## src/rtl/flash_boot_loader.sv

```systemverilog
// Boot copier: reads LEN bytes from SPI flash (READ 0x03, mode 0) into SRAM while
// holding the CPU in reset, then releases it. Re-armed by a reload pulse once done.
module flash_boot_loader #(
   parameter int          CLK_DIV     = 2,
   parameter int          START_DELAY = 16,
   parameter logic [23:0] FLASH_BASE  = 24'h010000,
   parameter logic [18:0] SRAM_BASE   = 19'h00000,
   parameter int          LEN         = 32768
) (
   input  logic        CLK,
   input  logic        RESB,
   input  logic        reload,
   output logic        flash_csb,
   output logic        flash_clk,
   output logic        flash_mosi,
   input  logic        flash_miso,
   output logic [18:0] sram_adr,
   output logic [7:0]  sram_wdata,
   output logic        sram_wreq,
   input  logic        sram_wack,
   output logic        cpu_resb,
   output logic        busy,
   output logic        done,
   output logic [17:0] byte_count
);

   localparam int CNT_W = $clog2(START_DELAY + 2);
   localparam int DIV_W = $clog2(CLK_DIV + 1);
   localparam int WAIT_LAST = (START_DELAY > 0) ? START_DELAY - 1 : 0;
   localparam logic [CNT_W-1:0] WAIT_LAST_C = CNT_W'(WAIT_LAST);
   localparam logic [DIV_W-1:0] DIV_LAST_C  = DIV_W'(CLK_DIV - 1);
   localparam logic [17:0]      LEN_C       = 18'(LEN);
   localparam logic [31:0]      CMD_WORD    = {8'h03, FLASH_BASE};

   typedef enum logic [2:0] {
      S_WAIT  = 3'd0,
      S_CMD   = 3'd1,
      S_DATA  = 3'd2,
      S_WRITE = 3'd3,
      S_DONE  = 3'd4
   } state_t;

   state_t           state_q, state_d;
   logic [CNT_W-1:0] cnt_q, cnt_d;
   logic [DIV_W-1:0] div_q, div_d;
   logic [4:0]       bit_q, bit_d;
   logic [31:0]      sr_q, sr_d;
   logic [7:0]       rx_q, rx_d;
   logic             csb_q, csb_d;
   logic             sck_q, sck_d;
   logic             mosi_q, mosi_d;
   logic             wreq_q, wreq_d;
   logic [18:0]      adr_q, adr_d;
   logic [7:0]       wdata_q, wdata_d;
   logic             cpu_resb_q, cpu_resb_d;
   logic             busy_q, busy_d;
   logic             done_q, done_d;
   logic [17:0]      count_q, count_d;
   logic [17:0]      count_inc;
   logic             sck_tick;

   always_ff @(posedge CLK or negedge RESB) begin
      if (!RESB) begin
         state_q    <= S_WAIT;
         cnt_q      <= '0;
         div_q      <= '0;
         bit_q      <= '0;
         sr_q       <= '0;
         rx_q       <= '0;
         csb_q      <= 1'b1;
         sck_q      <= 1'b0;
         mosi_q     <= 1'b0;
         wreq_q     <= 1'b0;
         adr_q      <= SRAM_BASE;
         wdata_q    <= '0;
         cpu_resb_q <= 1'b0;
         busy_q     <= 1'b0;
         done_q     <= 1'b0;
         count_q    <= '0;
      end else begin
         state_q    <= state_d;
         cnt_q      <= cnt_d;
         div_q      <= div_d;
         bit_q      <= bit_d;
         sr_q       <= sr_d;
         rx_q       <= rx_d;
         csb_q      <= csb_d;
         sck_q      <= sck_d;
         mosi_q     <= mosi_d;
         wreq_q     <= wreq_d;
         adr_q      <= adr_d;
         wdata_q    <= wdata_d;
         cpu_resb_q <= cpu_resb_d;
         busy_q     <= busy_d;
         done_q     <= done_d;
         count_q    <= count_d;
      end
   end

   always_comb begin
      state_d   = state_q;
      cnt_d     = cnt_q;
      div_d     = div_q;
      bit_d     = bit_q;
      sr_d      = sr_q;
      rx_d      = rx_q;
      csb_d     = csb_q;
      sck_d     = sck_q;
      mosi_d    = mosi_q;
      wreq_d    = wreq_q;
      adr_d     = adr_q;
      wdata_d   = wdata_q;
      count_d   = count_q;
      count_inc = count_q + 18'd1;
      sck_tick  = (div_q == DIV_LAST_C);

      unique case (state_q)
         S_WAIT: begin
            if (cnt_q == WAIT_LAST_C) begin
               cnt_d = '0;
               if (LEN_C == 18'd0) begin
                  state_d = S_DONE;
               end else begin
                  state_d = S_CMD;
                  csb_d   = 1'b0;
                  sr_d    = CMD_WORD;
                  mosi_d  = CMD_WORD[31];
                  div_d   = '0;
                  bit_d   = '0;
               end
            end else begin
               cnt_d = cnt_q + 1'b1;
            end
         end
         S_CMD: begin
            if (sck_tick) begin
               div_d = '0;
               sck_d = ~sck_q;
               // MOSI only moves on the falling SCK edge (mode 0)
               if (sck_q) begin
                  if (bit_q == 5'd31) begin
                     state_d = S_DATA;
                     mosi_d  = 1'b0;
                     bit_d   = '0;
                  end else begin
                     sr_d   = {sr_q[30:0], 1'b0};
                     mosi_d = sr_q[30];
                     bit_d  = bit_q + 5'd1;
                  end
               end
            end else begin
               div_d = div_q + 1'b1;
            end
         end
         S_DATA: begin
            if (sck_tick) begin
               div_d = '0;
               sck_d = ~sck_q;
               if (!sck_q) begin
                  rx_d = {rx_q[6:0], flash_miso};
               end else if (bit_q == 5'd7) begin
                  wdata_d = rx_q;
                  wreq_d  = 1'b1;
                  bit_d   = '0;
                  state_d = S_WRITE;
               end else begin
                  bit_d = bit_q + 5'd1;
               end
            end else begin
               div_d = div_q + 1'b1;
            end
         end
         S_WRITE: begin
            // CSB stays low so the flash keeps streaming from the next address
            if (sram_wack) begin
               wreq_d  = 1'b0;
               count_d = count_inc;
               adr_d   = adr_q + 19'd1;
               div_d   = '0;
               if (count_inc == LEN_C) begin
                  state_d = S_DONE;
                  csb_d   = 1'b1;
               end else begin
                  state_d = S_DATA;
               end
            end
         end
         S_DONE: begin
            csb_d  = 1'b1;
            sck_d  = 1'b0;
            mosi_d = 1'b0;
            if (reload) begin
               state_d = S_WAIT;
               cnt_d   = '0;
               count_d = '0;
               adr_d   = SRAM_BASE;
            end
         end
         default: state_d = S_WAIT;
      endcase

      busy_d     = (state_d != S_DONE);
      done_d     = (state_d == S_DONE);
      cpu_resb_d = (state_q == S_DONE) && (state_d == S_DONE);
   end

   assign flash_csb  = csb_q;
   assign flash_clk  = sck_q;
   assign flash_mosi = mosi_q;
   assign sram_adr   = adr_q;
   assign sram_wdata = wdata_q;
   assign sram_wreq  = wreq_q;
   assign cpu_resb   = cpu_resb_q;
   assign busy       = busy_q;
   assign done       = done_q;
   assign byte_count = count_q;

endmodule

```

## config.mk

```make
export PLATFORM = sky130hd
export DESIGN_NAME = flash_boot_loader
export DESIGN_NICKNAME = d
export VERILOG_FILES = /design/src/rtl/flash_boot_loader.sv
export SDC_FILE = /design/constraint.sdc
export NUM_CORES = 1
export LEC_CHECK = 0
export ABC_AREA = 1
export BUFFER_PORTS_ARGS = -buffer_cell sky130_fd_sc_hd__buf_2
export CORE_MARGIN = 8
export CORE_UTILIZATION = 52
export DETAILED_ROUTE_END_ITERATION = 12
export PLACE_DENSITY = 0.75
export SLEW_MARGIN = 20
export SYNTH_ARGS = -nofsm -noshare
export SYNTH_HDL_FRONTEND = slang
export SYNTH_SLANG_ARGS = --single-unit
export TNS_END_PERCENT = 50
```

## constraint.sdc

```tcl
create_clock -name CLK -period 1.9 [get_ports CLK]
set_clock_uncertainty 0.15 [all_clocks]
set_input_delay 0.475 -clock CLK [delete_from_list [all_inputs] [get_ports CLK]]
set_output_delay 0.475 -clock CLK [all_outputs]
set_load 0.1 [all_outputs]
```

==> impl_metrics.env <==
export IMPL_status="finished with violations"
export IMPL_violations="setup timing"
export IMPL_route_vias_total=4208
export IMPL_final_min_clock_period_ns=1.96
export IMPL_hold_class="in -> reg"
export IMPL_synth_top_area_cell="dfrtp_1"
export IMPL_synth_seq_area_share_pct=50.1
export IMPL_grtUsageMet3_pct=4.49
export IMPL_cp_arrival_ns=2.11
export IMPL_grtUsageMet2_pct=32.9
export IMPL_root_buffer="clkbuf_8"
export IMPL_critPathSlowestCell="dfrtp_4"
export IMPL_rsz0062_at_grt="true"
export IMPL_drv_slew=0
export IMPL_clock_fmax_mhz=510
export IMPL_setup_viol=3
export IMPL_period_share_pct=103
export IMPL_dp_hpwl_microns=8310
export IMPL_globalRoute_totalOverflow=0
export IMPL_holdCritStartpoint="reload"
export IMPL_vias_per_cell=5.32
export IMPL_postSynth_asyncResetShare_pct=100
export IMPL_grt_max_degree=49
export IMPL_reg2reg_from="byte_count[2]$_DFFE_PN0P_"
export IMPL_synth_cell_type_count=38
export IMPL_cap_violations=0
export IMPL_path_class="reg -> reg"
export IMPL_ctsHtreeMaxLevel=3
export IMPL_clkTransAtPathRegs_ns=0.09
export IMPL_hold_end="cpu_resb$_DFF_PN0_"
export IMPL_synth_most_common_cell="nand2_1"
export IMPL_synth_warnings=0
export IMPL_die_x_microns=109
export IMPL_final_nets=688
export IMPL_combPwrFrac_pct=56.9
export IMPL_ys_ff_latch=90
export IMPL_slew_headroom_pct=67.2
export IMPL_netSwitchingPower_w=0.00514
export IMPL_clock_sinks=90
export IMPL_path_delay_family="simple AND/OR/NAND/NOR gates"
export IMPL_drcViolationCount=0
export IMPL_initial_core_util_pct=52.6
export IMPL_seqPwrFrac_pct=29.3
export IMPL_critPathMaxFanout=5
export IMPL_grt_pass1_vias=4143
export IMPL_worstPathRequired_ns=2.05
export IMPL_core_sq_um=8550
export IMPL_die_y_microns=109
export IMPL_rows=34
export IMPL_peakVddDrop_mv=0.984
export IMPL_path_common_cell="nand2_1"
export IMPL_end_kind="flip-flop"
export IMPL_synth_top_area_share_pct=49.5
export IMPL_ioPinCount=57
export IMPL_worstPathCellList="nand2_1 -> nor2_2 -> nand2_2 -> nor2_4 -> xor2_2 -> nand2_1 -> nor2_2 -> nand3_2 -> nand2_2 -> nand3_2 -> nand2_1 -> nand2_1"
export IMPL_grt_pass1_wl_microns=18600
export IMPL_finalHoldViolCount=0
export IMPL_syn2layout_area_growth_pct=34.3
export IMPL_syn_area_sq_um=4500
export IMPL_dr_pass1_iters=5
export IMPL_power_leakage_nw=2.93
export IMPL_power_share_clock_pct=13.8
export IMPL_switching_share_pct=51.6
export IMPL_antenna_cells=0
export IMPL_p_per_area_nw_per_um2=1650
export IMPL_synth_nets=567
export IMPL_clock_path_buffers=2
export IMPL_antenna_found_initial=0
export IMPL_synthCells=557
export IMPL_ant_nets=0
export IMPL_slowest_delay_ns=0.45
export IMPL_timing_final_ws_setup_ns=-0.0590
export IMPL_clk_latency_ns=0.37
export IMPL_synthFlopType="dfrtp_1"
export IMPL_avgSynthCellArea_sq_um=8.07
export IMPL_wl_microns=11800
export IMPL_worst_slew_pin_slew_ns=0.495
export IMPL_fin_util_pct=70.6
export IMPL_grt_busiest_layer="met2"
export IMPL_grt_total_usage_pct=19.5
export IMPL_die_area_sq_um=11900
export IMPL_first_iter_violations=151
export IMPL_r2r_cells=12
export IMPL_r2r_end="flash_csb$_DFFE_PN1P_"
export IMPL_yosys_top_cells_count="nand2_1 (137), dfrtp_1 (89), inv_1 (70)"
export IMPL_hold_slack_ns=0.185
export IMPL_portBuffers=56
export IMPL_numCtsBuffers=9
export IMPL_synthTopCellsByArea="dfrtp_1 (50%), nand2_1 (11%), inv_1 (5.8%)"
export IMPL_p_int_w=0.00483
export IMPL_gp_congestion=0.903
export IMPL_reg2reg_slack_ns=-0.06
export IMPL_worst_path_buf_inv=0
export IMPL_holdPathStages=2
export IMPL_synth_edf_count=0
export IMPL_met1_usage_pct=23.7
export IMPL_start_kind="flip-flop"
export IMPL_layout_drive_gt1_share_pct=36.7
export IMPL_cts_tree="done"
export IMPL_routedWlPerCell_microns=15.0
[per-stage QoR]
step	TNS [ns]	std cells	power, W	setup WS [ns]	area, sq um
after global routing	-1.29	791	0.0105	-0.173	6040
after floorplan	-0.585	557	0.00648	-0.204	4610
final	-0.105	791	0.00997	-0.0590	6040
after detailed placement	-0.346	758	0.00795	-0.123	5400
after CTS	-0.0785	779	0.00954	-0.0339	5740
after global placement	-0.0487	758	0.00780	-0.0406	5400
[metal layers]
metal / routed length (microns) / vias to the layer above / part of all wire, %
met5: 0 / - / 0
met4: 249 / 0 / 2.1
met3: 611 / 25 / 5.2
met2: 6000 / 108 / 51
met1: 4970 / 2023 / 42
li1: - / 2052 / -
[what timing repair did]
item                                    in CTS  in global routing
endpoints found under the setup margin      19                 53
buffers inserted                             4                 11
hold buffers                                 1                  0
hold endpoints to repair                    12                  0
cloned                                       0                  1
resized for setup                           30                 55
pin swaps                                   11                 14
[worst max-delay path by stage]
stage | slack, ns | from | cells after the start | to
global placement | -0.04 | byte_count[1]$_DFFE_PN0P_ | 14 | flash_csb$_DFFE_PN1P_
floorplan | -0.20 | byte_count[0]$_DFFE_PN0P_ | 14 | flash_csb$_DFFE_PN1P_
CTS | -0.03 | byte_count[0]$_DFFE_PN0P_ | 14 | flash_csb$_DFFE_PN1P_
global route | -0.17 | byte_count[0]$_DFFE_PN0P_ | 14 | flash_csb$_DFFE_PN1P_
detailed placement | -0.12 | byte_count[5]$_DFFE_PN0P_ | 13 | flash_csb$_DFFE_PN1P_
finish | -0.06 | byte_count[2]$_DFFE_PN0P_ | 12 | flash_csb$_DFFE_PN1P_
[final cells by class]
type	count	area, sq um
Multi-Input combinational cell	379	2140
Timing Repair Buffer	121	913
Tap cell	108	135
Fill cell	665	2510
Sequential cell	90	2340
Inverter	77	295
Clock inverter	6	75.1
Clock buffer	10	138
[worst reg2reg max path, delay by kind of cell (launching register included)]
| family | cells | cell delay, ns |
|---|---|---|
| and+or+nand+nor | 11 | 1.12 |
| DFF | 1 | 0.45 |
| xor gates and xnor gates | 1 | 0.18 |
[power groups by stage]
stage	logic [W]	clock network (W)	registers [W]
5_1_grt	0.00604	0.00149	0.00299
4_1_cts	0.00522	0.00141	0.00290
2_1_floorplan	0.00166	0	0.00482
3_3_place_gp	0.00490	0	0.00290
3_5_place_dp	0.00501	0	0.00293
6_report	0.00567	0.00138	0.00292
[layout by cell type (no fill, tap or decap), drive strengths merged, types with 2 or more instances in the layout]
| master | synthesis | final |
|---|---|---|
| a211oi | 2 | 2 |
| a21oi | 25 | 25 |
| a22o | 3 | 3 |
| buf | 6 | 110 |
| clkbuf | 5 | 20 |
| clkinv | 1 | 3 |
| clkinvlp | 0 | 2 |
| dfrtp | 89 | 89 |
| ha | 5 | 5 |
| inv | 76 | 77 |
| nand2 | 145 | 145 |
| nand3 | 26 | 26 |
| nand4 | 13 | 13 |
| nor2 | 59 | 59 |
| nor3 | 12 | 12 |
| nor3b | 2 | 2 |
| o211ai | 2 | 2 |
| o21a | 3 | 3 |
| o21ai | 47 | 47 |
| o22ai | 10 | 10 |
| o31ai | 11 | 11 |
| xnor2 | 3 | 3 |
| xor2 | 7 | 7 |
[sequential cells by signal (all words and copies together), names as in the netlist, 2 cells and up]
register,count
sram_wdata,8
bit_q,5
sram_adr,19
state_q,3
rx_q,8
byte_count,18
div_q,2
cnt_q,5
sr_q,15
[cell families after synthesis]
group	Yosys count	share of synthesized area (%)
and+or+nand+nor	260	25.5
DFF	90	50.1
AOI/OAI and AO/OA	104	13.2
xor gates and xnor gates	10	1.95
adders and majority gates	5	1.39
buffers and inverters	88	7.82
(Power assumes the default switching activity.)
